$ cat src/rtl/imem_loader.sv
// imem_loader: boot-time instruction memory writer.
// Takes a byte stream (LEN lo, LEN hi, then LEN*4 little-endian data bytes),
// assembles 32-bit words and writes each into the imem write port. The core
// is held in reset until the whole program has been written.
// Optional feature macro: IMEM_LOADER_CKSUM_EN adds a trailing XOR checksum
// byte that must match before the core is released.
//
// Handshake: a byte transfers on a rising clk edge where
// byte_valid_i && byte_ready_o. byte_ready_o depends on the state register
// only, so it never combinationally follows byte_valid_i; the sender holds
// byte_data_i stable while byte_ready_o is low.
module imem_loader #(
    parameter int N_WORDS = 20
) (
    input  logic        clk,
    input  logic        rst,
    input  logic [7:0]  byte_data_i,
    input  logic        byte_valid_i,
    output logic        byte_ready_o,
    output logic        imem_we_o,
    output logic [31:0] imem_addr_o,
    output logic [31:0] imem_wdata_o,
    output logic        core_rst_o,
    output logic        done_o,
    output logic        err_o
);

    localparam logic [2:0] S_LEN_LO = 3'd0;
    localparam logic [2:0] S_LEN_HI = 3'd1;
    localparam logic [2:0] S_DATA   = 3'd2;
    localparam logic [2:0] S_WRITE  = 3'd3;
    localparam logic [2:0] S_DONE   = 3'd4;
    localparam logic [2:0] S_ERR    = 3'd5;
`ifdef IMEM_LOADER_CKSUM_EN
    localparam logic [2:0] S_CKSUM  = 3'd6;
`endif

    // Largest legal word count, widened to the LEN field width.
    localparam logic [15:0] MAX_LEN = 16'(N_WORDS);

    logic [2:0]  state;
    logic [7:0]  len_lo;
    logic [15:0] len;
    logic [1:0]  byte_cnt;
    logic [15:0] word_idx;
    logic [31:0] asm_word;
    logic [31:0] addr_q;
    logic [31:0] wdata_q;
`ifdef IMEM_LOADER_CKSUM_EN
    logic [7:0]  xor_acc;
`endif

    logic        xfer;
    logic [15:0] len_next;
    logic [15:0] idx_next;
    logic [31:0] word_next;
    logic [2:0]  end_state;

    // Handshake and next-value helpers shared by the state machine.
    always_comb begin
        xfer      = byte_valid_i && byte_ready_o;
        len_next  = {byte_data_i, len_lo};
        idx_next  = word_idx + 16'd1;
        // First byte of a word ends up in [7:0] after four right shifts.
        word_next = {byte_data_i, asm_word[31:8]};
`ifdef IMEM_LOADER_CKSUM_EN
        end_state = S_CKSUM;
`else
        end_state = S_DONE;
`endif
    end

    // Ready and status decode from the state register only.
    always_comb begin
        byte_ready_o = 1'b0;
        case (state)
            S_LEN_LO, S_LEN_HI, S_DATA, S_ERR: byte_ready_o = 1'b1;
`ifdef IMEM_LOADER_CKSUM_EN
            S_CKSUM:                           byte_ready_o = 1'b1;
`endif
            default:                           byte_ready_o = 1'b0;
        endcase
        imem_we_o    = (state == S_WRITE);
        core_rst_o   = (state != S_DONE);
        done_o       = (state == S_DONE);
        err_o        = (state == S_ERR);
        imem_addr_o  = addr_q;
        imem_wdata_o = wdata_q;
    end

    // Loader state machine: length capture, word assembly, write, terminal states.
    always_ff @(posedge clk) begin
        if (rst) begin
            state    <= S_LEN_LO;
            len_lo   <= 8'd0;
            len      <= 16'd0;
            byte_cnt <= 2'd0;
            word_idx <= 16'd0;
            asm_word <= 32'd0;
            addr_q   <= 32'd0;
            wdata_q  <= 32'd0;
`ifdef IMEM_LOADER_CKSUM_EN
            xor_acc  <= 8'd0;
`endif
        end else begin
            case (state)
                S_LEN_LO: begin
                    if (xfer) begin
                        len_lo <= byte_data_i;
                        state  <= S_LEN_HI;
                    end
                end

                S_LEN_HI: begin
                    if (xfer) begin
                        len      <= len_next;
                        byte_cnt <= 2'd0;
                        word_idx <= 16'd0;
`ifdef IMEM_LOADER_CKSUM_EN
                        xor_acc  <= 8'd0;
`endif
                        if (len_next == 16'd0) begin
                            state <= end_state;
                        end else if (len_next > MAX_LEN) begin
                            // Oversized program: reject before any imem write.
                            state <= S_ERR;
                        end else begin
                            state <= S_DATA;
                        end
                    end
                end

                S_DATA: begin
                    if (xfer) begin
                        asm_word <= word_next;
                        byte_cnt <= byte_cnt + 2'd1;
`ifdef IMEM_LOADER_CKSUM_EN
                        xor_acc  <= xor_acc ^ byte_data_i;
`endif
                        if (byte_cnt == 2'd3) begin
                            // Address/data registers only change here, so they
                            // hold the last written values outside WRITE.
                            addr_q  <= {14'd0, word_idx, 2'b00};
                            wdata_q <= word_next;
                            state   <= S_WRITE;
                        end
                    end
                end

                S_WRITE: begin
                    word_idx <= idx_next;
                    if (idx_next == len) begin
                        state <= end_state;
                    end else begin
                        state <= S_DATA;
                    end
                end

`ifdef IMEM_LOADER_CKSUM_EN
                S_CKSUM: begin
                    if (xfer) begin
                        state <= (byte_data_i == xor_acc) ? S_DONE : S_ERR;
                    end
                end
`endif

                // Terminal states: DONE ignores the link, ERR drains it.
                S_DONE:  state <= S_DONE;
                S_ERR:   state <= S_ERR;
                default: state <= S_LEN_LO;
            endcase
        end
    end

endmodule
$ cat config.mk
export PLATFORM = sky130hd
export DESIGN_NAME = imem_loader
export DESIGN_NICKNAME = d
export VERILOG_FILES = /design/src/rtl/imem_loader.sv
export SDC_FILE = /design/constraint.sdc
export NUM_CORES = 1
export LEC_CHECK = 0
export BUFFER_PORTS_ARGS = -buffer_cell sky130_fd_sc_hd__buf_2
export CORE_ASPECT_RATIO = 0.7
export CORE_MARGIN = 1.5
export CORE_UTILIZATION = 50
export CTS_CLUSTER_SIZE = 10
export DETAILED_ROUTE_END_ITERATION = 10
export GPL_TIMING_DRIVEN = 1
export PLACE_DENSITY = 0.72
export SLEW_MARGIN = 0
export SYNTH_ARGS = -nofsm -noshare
export SYNTH_HDL_FRONTEND = slang
export SYNTH_SLANG_ARGS = --single-unit
$ cat constraint.sdc
create_clock -name clk -period 3.5 [get_ports clk]
set_clock_uncertainty 0.05 [all_clocks]
set_input_delay 0.525 -clock clk [delete_from_list [all_inputs] [get_ports clk]]
set_output_delay 0.525 -clock clk [all_outputs]
set_load 0.005 [all_outputs]
==> reports/qor.yml <==
worst_setup_path:
  end_kind: "flip-flop"
  timing.setup.critical_path_class: "reg -> reg"
  rr_worst_depth: 7
  critPathLaunchType: "flip-flop"
  critical_path.max_fanout: 10
  critical_path_at_ns: 3.11
  crit_required_ns: 3.75
drt:
  routed_wire_length_per_instance_um: 14.4
  route.final.wire_length_mm: 12.2
  dr.pass1.iters: 6
  first_iter_violations: 335
  ant_nets: 0
  vias_per_cell: 5.46
  route.vias.total: 4614
  drc: 0
clock_tree:
  cts-root-buf: "clkbuf_16"
  worst_skew_pair.late_latency_ns: 0.41
  post_cts_resized: 0
  cts_inserted_buffers: 17
  h-tree-depth: 4
  worst_setup_hold_path_clk_slew_ns: 0.05
  cts_setup_buffers: 0
  clock_sink_count: 117
  clock_path_buffers: 2
  cts_hold_buf: 0
  cts_tree: "yes"
pwr:
  power_frac_clock: 0.515
  total_leakage_power_uw: 0.00221
  power.sequential.fraction: 0.449
  irDropWorstVdd_uv: 390
  power_switching_share: 0.213
  total_power_uw: 3040
  power_per_cell_area_mw_per_mm2: 517
  combPwrFrac: 0.037
  internal_power_uw: 2390
  total_switching_power_uw: 648
sta:
  setup_violations: 0
  slew_violations: 0
  setup_tns_ns: 0
  finalHoldWorstSlack_ns: 0.368
  slew_headroom: 0.453
  final_hold_violating_endpoints: 0
  rsz0062_at_grt: "false"
  clock.fmax_mhz: 350
  postLayoutSetupSlackWorst_ns: 0.640
  max_slew.worst_pin.slew_ns: 0.819
  fin_crit_sh: 0.817
  min_period_ns: 2.86
synthesis:
  yosys.cell_types.count: 54
  yosysTopAreaCell: "dfxtp_1"
  synth-seq-area-share: 0.458
  postSynth.asyncResetShare: 0
  ys_seq_elements: 117
  post-synth-top-count-cell: "nand2_1"
  synthesis.instances: 668
  synth_edf_count: 0
  post_synth_most_frequent_cells: "nand2_1 (212), dfxtp_1 (117), a21oi_1 (116)"
  syn-mean-instance-area_sq_um: 7.66
  post_synth_main_area_contributors: "dfxtp_1 (46%), nand2_1 (16%), a21oi_1 (11%), buf_4 (2.6%), xnor2_1 (2.4%)"
  netlist_area_sq_mm: 0.00512
  synth_top_flop_cell: "dfxtp_1"
  synth_warnings: 0
  yosysTopAreaCellShare: 0.458
min_path:
  worstHoldPathType: "in -> reg"
  worstHoldPathCells: 3
final_layout:
  area_of_the_multi_input_gates_sq_mm: 0.00244
  proportion_of_layout_cells_with_a_drive_suffix_above_1: 0.146
  sequential_cell_area_sq_mm: 0.00234
  final_net_count: 721
  antennaDiodeCount: 0
  layout.filler_cells: 904
  layout.cells.non_filler: 845
  area_growth_syn_to_layout_pct: 14.9
placement:
  routabilityCongestion: 0.892
  inst_count_dp: 817
  final_hpwl_dp_mm: 8.26
  numPortBuffers: 63
  pre_cts_slack_ns: 0.724
global_route:
  grt_pass1_vias: 3941
  groute.usage.overall: 0.233
  initial_antenna_violation_count: 0
  grt_overflow_total: 0
  pin_count_of_the_biggest_net_entering_global_routing: 56
  grt_pass1_wl_mm: 19.5
floorplanning:
  fp-row-count: 30
  io_pins: 80
  floorplan.die.width_um: 124
  initial_utilization: 0.520
  die_area_sq_mm: 0.0109
  die_y_um: 87.6
  core_region_area_sq_mm: 0.00983
flow_run:
  max_cap_violations: 0
run_status:
  run_status: "finished, final reports clean"
==> per-layer routing <==
layer / wire, um / share of wire / vias to the layer above / track usage
met5: 0 / 0 / - / 0
met3: 967 / 0.080 / 18 / 0.0599
li1: - / - / 2296 / -
met4: 130 / 0.011 / 0 / 0.0764
met1: 5960 / 0.49 / 2109 / 0.342
met2: 5100 / 0.42 / 191 / 0.333
==> sequential cells by signal, indices dropped and copies added (netlist names) <==
name / count
len: 16
imem_addr_o: 16
byte_cnt: 2
len_lo: 8
state: 3
word_idx: 16
asm_word: 24
imem_wdata_o: 32
==> worst max-delay path, stage by stage, from the launching register on <==
cell     delay, ns
dfxtp_1       0.51
ha_1          0.39
nand3_1       0.20
nor4_1        0.59
xnor2_1       0.18
o21ai_1       0.08
or4b_1        0.55
o21a_1        0.20
==> stage by stage <==
stage                util  area (sq um)
floorplan               -          5170
global placement    0.544          5350
detailed placement  0.544          5350
CTS                 0.598          5880
global route        0.598          5880
finish              0.598          5880
==> layout by cell type (no fill, tap or decap), types with 2 or more instances in the layout <==
cell type  synthesis  layout
xor2_1             7       7
clkinv_2           0       3
and3_1             3       3
and2_1             3       3
nor3b_1            2       2
nand2_1          212     212
nor4_1             6       6
nand3b_1           2       2
o21ai_1            2       2
nor2b_1            3       3
clkbuf_16          0      17
xnor2_1           14      14
a22oi_1            3       3
o21ai_0           16      16
nor2_1            24      24
nand3_1            7       7
clkbuf_1          28       3
o21a_1             2       2
conb_1             1      16
nor3_1            10      10
nand4_1            7       7
clkbuf_8           4       3
buf_2              9      62
buf_4             18       7
or3_1              6       6
inv_1              5       5
a31oi_1            5       5
a211oi_1           3       3
a311oi_1           4       4
ha_1               2       2
dfxtp_1          117     117
a21oi_1          116     116
==> power groups by stage <==
stage | clock (uW) | combinational (uW) | sequential, uW
floorplan | 0 | 90.2 | 1380
global placement | 0 | 107 | 1390
detailed placement | 0 | 108 | 1390
CTS | 1590 | 110 | 1360
global route | 1650 | 125 | 1360
finish | 1560 | 111 | 1360
==> final cells by class <==
| class | count | area share |
|---|---|---|
| flip-flops and latches | 117 | 0.398 |
| multi-input cells | 497 | 0.416 |
| clock buffers | 23 | 0.0813 |
| repair buffers | 70 | 0.0651 |
| clock inverters | 5 | 0.00894 |
| well taps | 128 | 0.0272 |
| inverters | 5 | 0.00319 |
==> cells by family after synthesis <==
kind of cell             count (synthesis)  synth area share
AO/OA/AOI/OAI                          158             0.167
XOR/XNOR                                21            0.0360
adder cells (fa/ha/maj)                  2           0.00489
buffers and inverters                   69            0.0753
flip-flops                             117             0.458
other                                    1          0.000733
AND/OR/NAND/NOR                        300             0.258
==> worst paths after layout <==
path | startpoint | slack [ns] | to
max | word_idx[0]$_SDFFE_PP0P_ | 0.64 | state[1]$_SDFFE_PP0P_
min | byte_data_i[1] | 0.37 | len_lo[1]$_SDFFE_PP0P_
max reg2reg | word_idx[0]$_SDFFE_PP0P_ | 0.64 | state[1]$_SDFFE_PP0P_
min reg2reg | imem_addr_o[3]$_SDFFE_PP0P_ | 0.40 | imem_addr_o[3]$_SDFFE_PP0P_
Power figures use the tool's default switching activity.
